### src/rtl/plic_pkg.sv
// rtl/plic_pkg.sv - register map and shared constants for plic_lite
package plic_pkg;

    localparam logic [7:0] PLIC_PRIO_BASE   = 8'h00;
    localparam logic [7:0] PLIC_PEND        = 8'h80;
    localparam logic [7:0] PLIC_EN          = 8'h84;
    localparam logic [7:0] PLIC_THR         = 8'h88;
    localparam logic [7:0] PLIC_CLAIM       = 8'h8C;

    localparam int PLIC_ID_W        = 5;
    localparam int PLIC_NOTIF_CAUSE = 11;

endpackage

### src/rtl/plic_lite_if.sv
// rtl/plic_lite_if.sv - single-cycle register bus between core and plic_lite
interface plic_lite_if;

    logic        bus_valid;
    logic        bus_we;
    logic [7:0]  bus_addr;
    logic [31:0] bus_wdata;
    logic [31:0] bus_rdata;
    logic        bus_ready;

    modport master (
        output bus_valid, bus_we, bus_addr, bus_wdata,
        input  bus_rdata, bus_ready
    );

    modport slave (
        input  bus_valid, bus_we, bus_addr, bus_wdata,
        output bus_rdata, bus_ready
    );

endinterface

### src/rtl/plic_gateway.sv
// rtl/plic_gateway.sv - level-triggered gateway holding pending/in_service for one source
module plic_gateway (
    input  logic clk,
    input  logic resetn,
    input  logic irq,
    input  logic claim_hit,
    input  logic complete_hit,
    output logic pending,
    output logic in_service
);

    always_ff @(posedge clk) begin
        if (!resetn) begin
            pending    <= 1'b0;
            in_service <= 1'b0;
        end else if (claim_hit) begin
            // claim wins over a gateway set on the same edge
            pending    <= 1'b0;
            in_service <= 1'b1;
        end else begin
            if (complete_hit && in_service) begin
                in_service <= 1'b0;
            end
            if (irq && !pending && !in_service) begin
                pending <= 1'b1;
            end
        end
    end

endmodule

### src/rtl/plic_lite.sv
// rtl/plic_lite.sv - minimal PLIC: gateways, priority/enable/threshold, claim/complete
module plic_lite
    import plic_pkg::*;
#(
    parameter int NSRC   = 8,
    parameter int PRIO_W = 3
) (
    input  logic            clk,
    input  logic            resetn,
    input  logic [NSRC-1:0] irq_src,
    plic_lite_if.slave      bus,
    output logic            PLIC_notif
);

    logic [PRIO_W-1:0]    prio [1:NSRC];
    logic [NSRC:1]        en;
    logic [NSRC:1]        pend;
    logic [NSRC:1]        insvc;
    logic [PRIO_W-1:0]    thr;
    logic [PLIC_ID_W-1:0] win_id;
    logic [PRIO_W-1:0]    win_prio;
    logic                 rd_req;
    logic                 wr_req;
    logic                 claim_req;
    logic                 cmpl_req;
    logic [31:0]          rd_data;
    logic                 unused_bits;

    assign rd_req    = bus.bus_valid && !bus.bus_we;
    assign wr_req    = bus.bus_valid &&  bus.bus_we;
    assign claim_req = rd_req && (bus.bus_addr == PLIC_CLAIM);
    assign cmpl_req  = wr_req && (bus.bus_addr == PLIC_CLAIM);

    assign unused_bits = ^{bus.bus_wdata, PLIC_NOTIF_CAUSE[0]};

    // strict '>' while scanning upward keeps the lowest ID on ties
    always_comb begin
        win_id   = '0;
        win_prio = '0;
        for (int i = 1; i <= NSRC; i++) begin
            if (pend[i] && en[i] && (prio[i] > thr) && (prio[i] > win_prio)) begin
                win_id   = PLIC_ID_W'(i);
                win_prio = prio[i];
            end
        end
    end

    assign PLIC_notif = (win_id != '0);

    always_ff @(posedge clk) begin
        if (!resetn) begin
            for (int i = 1; i <= NSRC; i++) begin
                prio[i] <= '0;
            end
            en  <= '0;
            thr <= '0;
        end else if (wr_req) begin
            for (int i = 1; i <= NSRC; i++) begin
                if (bus.bus_addr == PLIC_PRIO_BASE + 8'(4 * i)) begin
                    prio[i] <= bus.bus_wdata[PRIO_W-1:0];
                end
            end
            if (bus.bus_addr == PLIC_EN) begin
                en <= bus.bus_wdata[NSRC:1];
            end
            if (bus.bus_addr == PLIC_THR) begin
                thr <= bus.bus_wdata[PRIO_W-1:0];
            end
        end
    end

    always_comb begin
        rd_data = '0;
        for (int i = 1; i <= NSRC; i++) begin
            if (bus.bus_addr == PLIC_PRIO_BASE + 8'(4 * i)) begin
                rd_data[PRIO_W-1:0] = prio[i];
            end
        end
        case (bus.bus_addr)
            PLIC_PEND:  rd_data[NSRC:1]        = pend;
            PLIC_EN:    rd_data[NSRC:1]        = en;
            PLIC_THR:   rd_data[PRIO_W-1:0]    = thr;
            PLIC_CLAIM: rd_data[PLIC_ID_W-1:0] = win_id;
            default:    ;
        endcase
    end

    for (genvar g = 1; g <= NSRC; g++) begin : g_gw
        plic_gateway u_gw (
            .clk          (clk),
            .resetn       (resetn),
            .irq          (irq_src[g-1]),
            .claim_hit    (claim_req && (win_id == PLIC_ID_W'(g))),
            .complete_hit (cmpl_req && (bus.bus_wdata[PLIC_ID_W-1:0] == PLIC_ID_W'(g))),
            .pending      (pend[g]),
            .in_service   (insvc[g])
        );
    end

    always_ff @(posedge clk) begin
        if (!resetn) begin
            bus.bus_ready <= 1'b0;
            bus.bus_rdata <= '0;
        end else begin
            bus.bus_ready <= bus.bus_valid;
            bus.bus_rdata <= rd_req ? rd_data : 32'd0;
        end
    end

endmodule

### src/flat_wrapper.sv
// flat-port wrapper written by rule: the top's interface ports become plain ports
module plic_lite_flat import plic_pkg::*;
#(
    parameter int NSRC   = 8,
    parameter int PRIO_W = 3
)
  (clk, resetn, irq_src, PLIC_notif, bus_bus_valid, bus_bus_we, bus_bus_addr, bus_bus_wdata, bus_bus_rdata, bus_bus_ready);
  plic_lite_if bus_i ();
  input  logic clk;
  input  logic resetn;
  input  logic [NSRC-1:0] irq_src;
  output logic PLIC_notif;
  input wire logic [$bits(bus_i.bus_valid)-1:0] bus_bus_valid;
  input wire logic [$bits(bus_i.bus_we)-1:0] bus_bus_we;
  input wire logic [$bits(bus_i.bus_addr)-1:0] bus_bus_addr;
  input wire logic [$bits(bus_i.bus_wdata)-1:0] bus_bus_wdata;
  output wire logic [$bits(bus_i.bus_rdata)-1:0] bus_bus_rdata;
  output wire logic [$bits(bus_i.bus_ready)-1:0] bus_bus_ready;
  assign bus_i.bus_valid = bus_bus_valid;
  assign bus_i.bus_we = bus_bus_we;
  assign bus_i.bus_addr = bus_bus_addr;
  assign bus_i.bus_wdata = bus_bus_wdata;
  assign bus_bus_rdata = bus_i.bus_rdata;
  assign bus_bus_ready = bus_i.bus_ready;
  plic_lite #(.NSRC(NSRC), .PRIO_W(PRIO_W)) u_core (.clk(clk), .resetn(resetn), .irq_src(irq_src), .bus(bus_i), .PLIC_notif(PLIC_notif));
endmodule
### config.mk
export PLATFORM = sky130hd
export DESIGN_NAME = plic_lite_flat
export DESIGN_NICKNAME = d
export VERILOG_FILES = /design/src/rtl/plic_pkg.sv /design/src/rtl/plic_lite_if.sv /design/src/rtl/plic_gateway.sv /design/src/rtl/plic_lite.sv /design/src/flat_wrapper.sv
export SDC_FILE = /design/constraint.sdc
export NUM_CORES = 1
export LEC_CHECK = 0
export ABC_AREA = 1
export BUFFER_PORTS_ARGS = -buffer_cell sky130_fd_sc_hd__buf_2
export CORE_MARGIN = 4
export CORE_UTILIZATION = 61
export DETAILED_ROUTE_END_ITERATION = 16
export MAX_ROUTING_LAYER = met4
export PLACE_DENSITY = 0.92
export SYNTH_ARGS = -nofsm -noshare
export SYNTH_HDL_FRONTEND = slang
export SYNTH_SLANG_ARGS = --single-unit
### constraint.sdc
create_clock -name clk -period 29.5 [get_ports clk]
set_clock_uncertainty 0.15 [all_clocks]
set_input_delay 7.375 -clock clk [delete_from_list [all_inputs] [get_ports clk]]
set_output_delay 7.375 -clock clk [all_outputs]
set_load 0.01 [all_outputs]
; ---- Word level (Yosys, flattened, before mapping)
; Memory sizes are Yosys's and may differ from the RTL's.
; Index checks and enable logic that the tools add are counted.
[word_totals]
reg_bits = 60
ram_bits = 24
in_bits = 52
output_inout_bits = 34
word_cells = 264
n_memories = 1
[op_classes]
n_lt_le_gt_ge = 16
eq_ne = 28
mux = 84
n_bitwise = 9
n_reduce_logical = 105
[mem_list]
columns = memory, words, width, rd, rd_ports_with_merged_regs, wr, line_no
row1 = u_core.prio, 8, 3, 8, 0, 8, plic_lite.sv:15  ; logic [PRIO_W-1:0] prio [1:NSRC];
[ops]
columns = op, count
row1 = $mux 3, 27
row2 = $logic_and 1x1->1, 68
row3 = $mux 1, 50
row4 = $gt 3x3->1, 15
row5 = $eq 8x5->1 const B, 4
row6 = $eq 8x8->1 const B, 4
row7 = $eq 5x3->1 const B, 4
row8 = $logic_not 1->1, 17
row9 = $eq 4x3->1 const B, 4
row10 = $eq 8x4->1 const B, 2
row11 = $reduce_bool 2->1, 8
row12 = $reduce_or 2->1, 8
row13 = $eq 5x2->1 const B, 2
row14 = $eq 4x2->1 const B, 2
row15 = $eq 8x3->1 const B, 1
row16 = $eq 8x6->1 const B, 1
row17 = $or 1x1->1, 8
row18 = $pmux 2 s4, 1
row19 = $pmux 4 s2, 1
row20 = $pmux 2 s3, 1
row21 = $reduce_and 2->1, 3
row22 = $eq 5x1->1 const B, 1
row23 = $eq 5x4->1 const B, 1
row24 = $reduce_bool 5->1, 1
row25 = other kinds (7), 8

; ---- Longest topological paths before layout
; An unclocked memory read counts as a cell.
[logic_depth]
depth_word = 29
mapped_depth = 65
mapped_depth_nobuf = 65

; ---- Hierarchy
; A second synthesis with hierarchy kept.
[hier_totals]
hier_cells = 622
area_unflattened_um2 = 4428.0
[by_module_without_submodules]
columns = mod, n_inst, cells_each, area_per_inst_um2, seq_area_each_um2
row1 = plic_lite, 1, 526, 3757.4, 1141.1
row2 = plic_gateway, 8, 12, 83.8, 40.0

; ---- Worst setup path before layout
; No wires, ideal clock.
[synth_timing]
path_kind = register to output
from = reg u_core.thr[2]
to = out PLIC_notif
arrival_ns = 8.157
required_time_ns = 21.975
setup_slack_ns = 13.818
path_stages_with_launch = 58
path_buffers = 0
cell_sequence = dfxtp_1 inv_1 ha_1 nand3_1 nand2_1 inv_2 nand3_1 nor2_1 inv_1 ha_1 nand3_1 nand2_1 nor2_2 nand4_1 and2_1 ha_1 nand2_1 o21ai_1 (+22 left out) nand3_1 nand3_2 nand2_4 nand2_1 o21ai_0 inv_1 ha_1 a311oi_1 nand3_1 inv_1 o21ai_0 ha_1 nand3_1 nand3_1 a311oi_1 nand2_1 nand2_4 nand4_1
[synth_between]
elab_chain_len = 26
word_cells_on_any_way = 47
[synth_rtl]
columns = item, line_no
row1 = start: declaration, plic_lite.sv:19  ; logic [PRIO_W-1:0] thr;
row2 = start signal: assignment, plic_lite.sv:67  ; thr <= bus.bus_wdata[PRIO_W-1:0];
row3 = $gt 3x3->1, plic_lite.sv:41  ; if (pend[i] && en[i] && (prio[i] > thr) && (prio[i] > win_prio)) begin
row4 = $logic_and 1x1->1 (2 in series), plic_lite.sv:41
row5 = $mux 3, plic_lite.sv:41
row6 = $gt 3x3->1, plic_lite.sv:41
row7 = $logic_and 1x1->1, plic_lite.sv:41
row8 = $mux 3, plic_lite.sv:41
row9 = $gt 3x3->1, plic_lite.sv:41
row10 = $logic_and 1x1->1, plic_lite.sv:41
row11 = (+9 left out), n/a
row12 = $mux 3, plic_lite.sv:41
row13 = $gt 3x3->1, plic_lite.sv:41
row14 = $logic_and 1x1->1, plic_lite.sv:41
row15 = $mux 3, plic_lite.sv:41
row16 = $gt 3x3->1, plic_lite.sv:41
row17 = $logic_and 1x1->1, plic_lite.sv:41
row18 = $mux 4 (*), plic_lite.sv:41
row19 = $reduce_bool 5->1 (*), plic_lite.sv:48  ; assign PLIC_notif = (win_id != '0);
row20 = end: declaration, flat_wrapper.sv:12  ; output logic PLIC_notif;
; Every way passes the cells marked *; elsewhere a longest branch is shown, timed or not.

; ---- Worst setup path after layout
; Ends and elaborated chain as after synthesis.

==> flow_summary.yaml <==
run_status:
  status: "complete, no violations"
synth:
  synth_ff_type: "dfxtp_1"
  synth_top_area_share_pct: 16.8
  synth_top_family_by_area: "simple AND/OR/NAND/NOR gates"
  synth_compound_area_share_pct: 15.2
  ys_warn_count: 0
  yosys.cell_types.count: 47
  async_reset_ff_share_pct: 0
  yosys.area_share.simple_pct: 27.5
  synth_area_leader_cell: "dfxtp_1"
  seq_area_frac_synth_pct: 33.1
  synthXorXnorAreaFrac_pct: 0
  syn_area_mm2: 0.00442
  synth_area_leaders: "dfxtp_1, edfxtp_1, ha_1, nand2_1, inv_1"
  muxShareOfSynthArea_pct: 0
  synth_edf_count: 24
  ys_ff_latch: 61
  syn_avg_cell_area_um2: 7.51
  synth_cells: 588
  synth-adder-area-share_pct: 11.6
worst_setup_path:
  critical_path_class: "reg -> out"
  cp.arrival_ns: 9.94
  critPathSlowestCell: "inv_1"
  cp_max_fo: 9
  slowest_delay_ns: 0.35
  worstPathRequired_ns: 21.98
  crit_end: "PLIC_notif"
  critPathLaunch: "u_core.thr[2]"
  ff2ff_setup_slack_ns: 19.62
  r2r_end: "u_core.g_gw[2].u_gw.in_service"
  rr_startpoint: "u_core.thr[2]"
  cp-start-kind: "flip-flop"
  cp-end-kind: "primary output"
  crit_family: "simple AND/OR/NAND/NOR gates"
  cp_common_cell: "ha_1"
  reg2reg_depth: 61
  cp_num_buf_inv: 8
  cp_num_cells: 58
job:
  max-cap-violations: 0
timing:
  finalHoldViolations: 0
  maxSlewViolCount: 0
  rsz0062_at_grt: "false"
  worst_pin_slew_ns: 0.719
  setup_viol: 0
  fin_ws_ns: 12.03
  slew_headroom_pct: 51.7
  holdWs_ns: 0.329
  clock.fmax_mhz: 57.3
  period_needed_ns: 17.47
  tns_ns: 0
  timing.final.crit_share_pct: 59.2
detailed_routing:
  vias: 4161
  antenna_left: 0
  drc: 0
  avgViaCountPerCell: 5.70
  first_iter_violations: 432
  routed_wl_mm: 11.1
  drtPass1Iterations: 7
  avgRoutedWirePerCell_um: 15.2
cells_and_area:
  final_util_pct: 69.3
  syn2layout_area_growth_pct: 8.42
  finalNonFillerCells: 730
  drive_gt1_share_pct: 15.6
  num_antenna_cells: 0
  fillCellCount: 563
  stdcell_area_mm2: 0.00479
  layout.nets: 722
global_routing:
  grt_pass1_vias: 4012
  grt_use_total_pct: 28.0
  grt_max_degree: 30
  overflow: 0
  grt_first_pass_wirelength_mm: 18.6
  antenna_found_initial: 0
clock_network:
  post_cts_resize_count: 0
  cts_setup_buffers: 0
  numCtsBuffers: 9
  cts_hold_buf: 0
  cts_max_level: 3
  clock_tree.root_cell: "clkbuf_8"
  cts_tree: "done"
  insertion_delay_ns: 0.35
  cts.sinks: 61
  clk_pin_slew_ns: 0.06
  cts_max_path_buffers: 2
placement:
  place_congestion: 0.927
  pre_cts_slack_ns: 12.48
  dp_hpwl_mm: 8.65
  place_inst: 714
  dpl_cell_area_mm2: 0.00461
  io_buffers: 39
floorplan:
  rows: 30
  initial_utilization_pct: 63.9
  die_h_um: 93.1
  dieWidth_um: 93.1
  die-area_mm2: 0.00866
  ios: 86
  core-area_mm2: 0.00691
power:
  peakVddDrop_uv: 40.8
  power_density_mw_per_mm2: 37.2
  p_total_mw: 0.178
  leakage_nw: 2.14
hold_path:
  holdCritPathClass: "reg -> reg"
## how the worst min path moves through the flow
stage	from	endpoint	slack (ns)	depth (start not counted)
floorplan	u_core.g_gw[8].u_gw.in_service	u_core.g_gw[8].u_gw.in_service	0.29	2
global placement	u_core.g_gw[4].u_gw.in_service	u_core.g_gw[4].u_gw.in_service	0.30	2
detailed placement	u_core.en[7]	u_core.bus.bus_rdata[7]	0.32	2
CTS	u_core.en[7]	u_core.bus.bus_rdata[7]	0.33	2
global route	u_core.en[7]	u_core.bus.bus_rdata[7]	0.35	2
finish	u_core.en[7]	u_core.bus.bus_rdata[7]	0.33	2
## Yosys cell counts, types with 2 or more instances
| master | number |
|---|---|
| o21a_1 | 2 |
| ha_1 | 41 |
| inv_2 | 6 |
| o21ai_1 | 4 |
| nor2_4 | 2 |
| o21ai_0 | 35 |
| a221oi_1 | 6 |
| nand3b_1 | 3 |
| nand2_4 | 6 |
| nand3_2 | 11 |
| dfxtp_1 | 37 |
| clkbuf_1 | 9 |
| a211oi_1 | 3 |
| a311oi_1 | 3 |
| a21oi_1 | 41 |
| nor4_1 | 2 |
| edfxtp_1 | 24 |
| buf_4 | 23 |
| o31ai_1 | 3 |
| nor2_1 | 66 |
| a21oi_2 | 3 |
| or2_2 | 2 |
| a31oi_1 | 2 |
| nor2_2 | 5 |
| or2_1 | 2 |
| and2_1 | 2 |
| nand2_1 | 92 |
| nand4_1 | 7 |
| o41ai_1 | 2 |
| nor3_1 | 4 |
| nand2_2 | 7 |
| o2111ai_1 | 2 |
| nand3_1 | 37 |
| inv_1 | 79 |
| clkinv_1 | 3 |
## per-layer routing
metal / track usage, % / wire (um) / part of all wire (%)
met5: - / 0 / 0
met4: 14.0 / 376 / 3.4
met3: 5.55 / 910 / 8.2
met2: 44.7 / 5370 / 48
met1: 34.0 / 4480 / 40
## cell type report
class,count,area (um^2),area share (%)
multi-input cells,427,2480,51.9
flip-flops and latches,61,1460,30.5
inverters,90,345,7.21
repair buffers,40,203,4.23
clock buffers,15,166,3.48
well taps,96,120,2.51
clock inverters,1,6.26,0.131
## where the power goes
group / switching [mW] / internal, mW
Sequential: 0.00264 / 0.0901
Clock: 0.0317 / 0.0353
Combinational: 0.0125 / 0.00601
Total: 0.0468 / 0.131
## worst reg2reg max path, delay by kind of cell (launching register included)
family          cells  cell delay [ns]
flops               1             0.32
simple gates       35             4.56
fa+ha+maj           8             2.38
buf+inv             8             0.99
compound gates     10             1.42
## cell usage in the layout, fill, tap and decap left out, drive strengths merged, types with 5 or more instances in the layout
cell type  count
clkbuf        15
or2            5
o21ai         40
dfxtp         37
a21oi         44
inv           87
nand4          7
a221oi         6
conb          23
nor2          73
nand2        105
buf           40
ha            41
nand3         49
edfxtp        24
## cells by family (layout without fill, tap and decap cells)
family / Yosys count / in the layout
AND/OR/NAND/NOR: 250 / 250
adder cells (fa/ha/maj): 41 / 41
flip-flops: 61 / 61
other: 1 / 23
buffers and inverters: 122 / 146
AO/OA/AOI/OAI: 113 / 113
## sequential cells by signal (all words and copies together), names as in the netlist
| register | flops |
|---|---|
| u_core.bus.bus_rdata | 9 |
| u_core.bus.bus_ready | 1 |
| u_core.en | 8 |
| u_core.g_gw.u_gw.in_service | 8 |
| u_core.g_gw.u_gw.pending | 8 |
| u_core.prio | 24 |
| u_core.thr | 3 |
No activity file was read; power rests on OpenSTA's default activity.
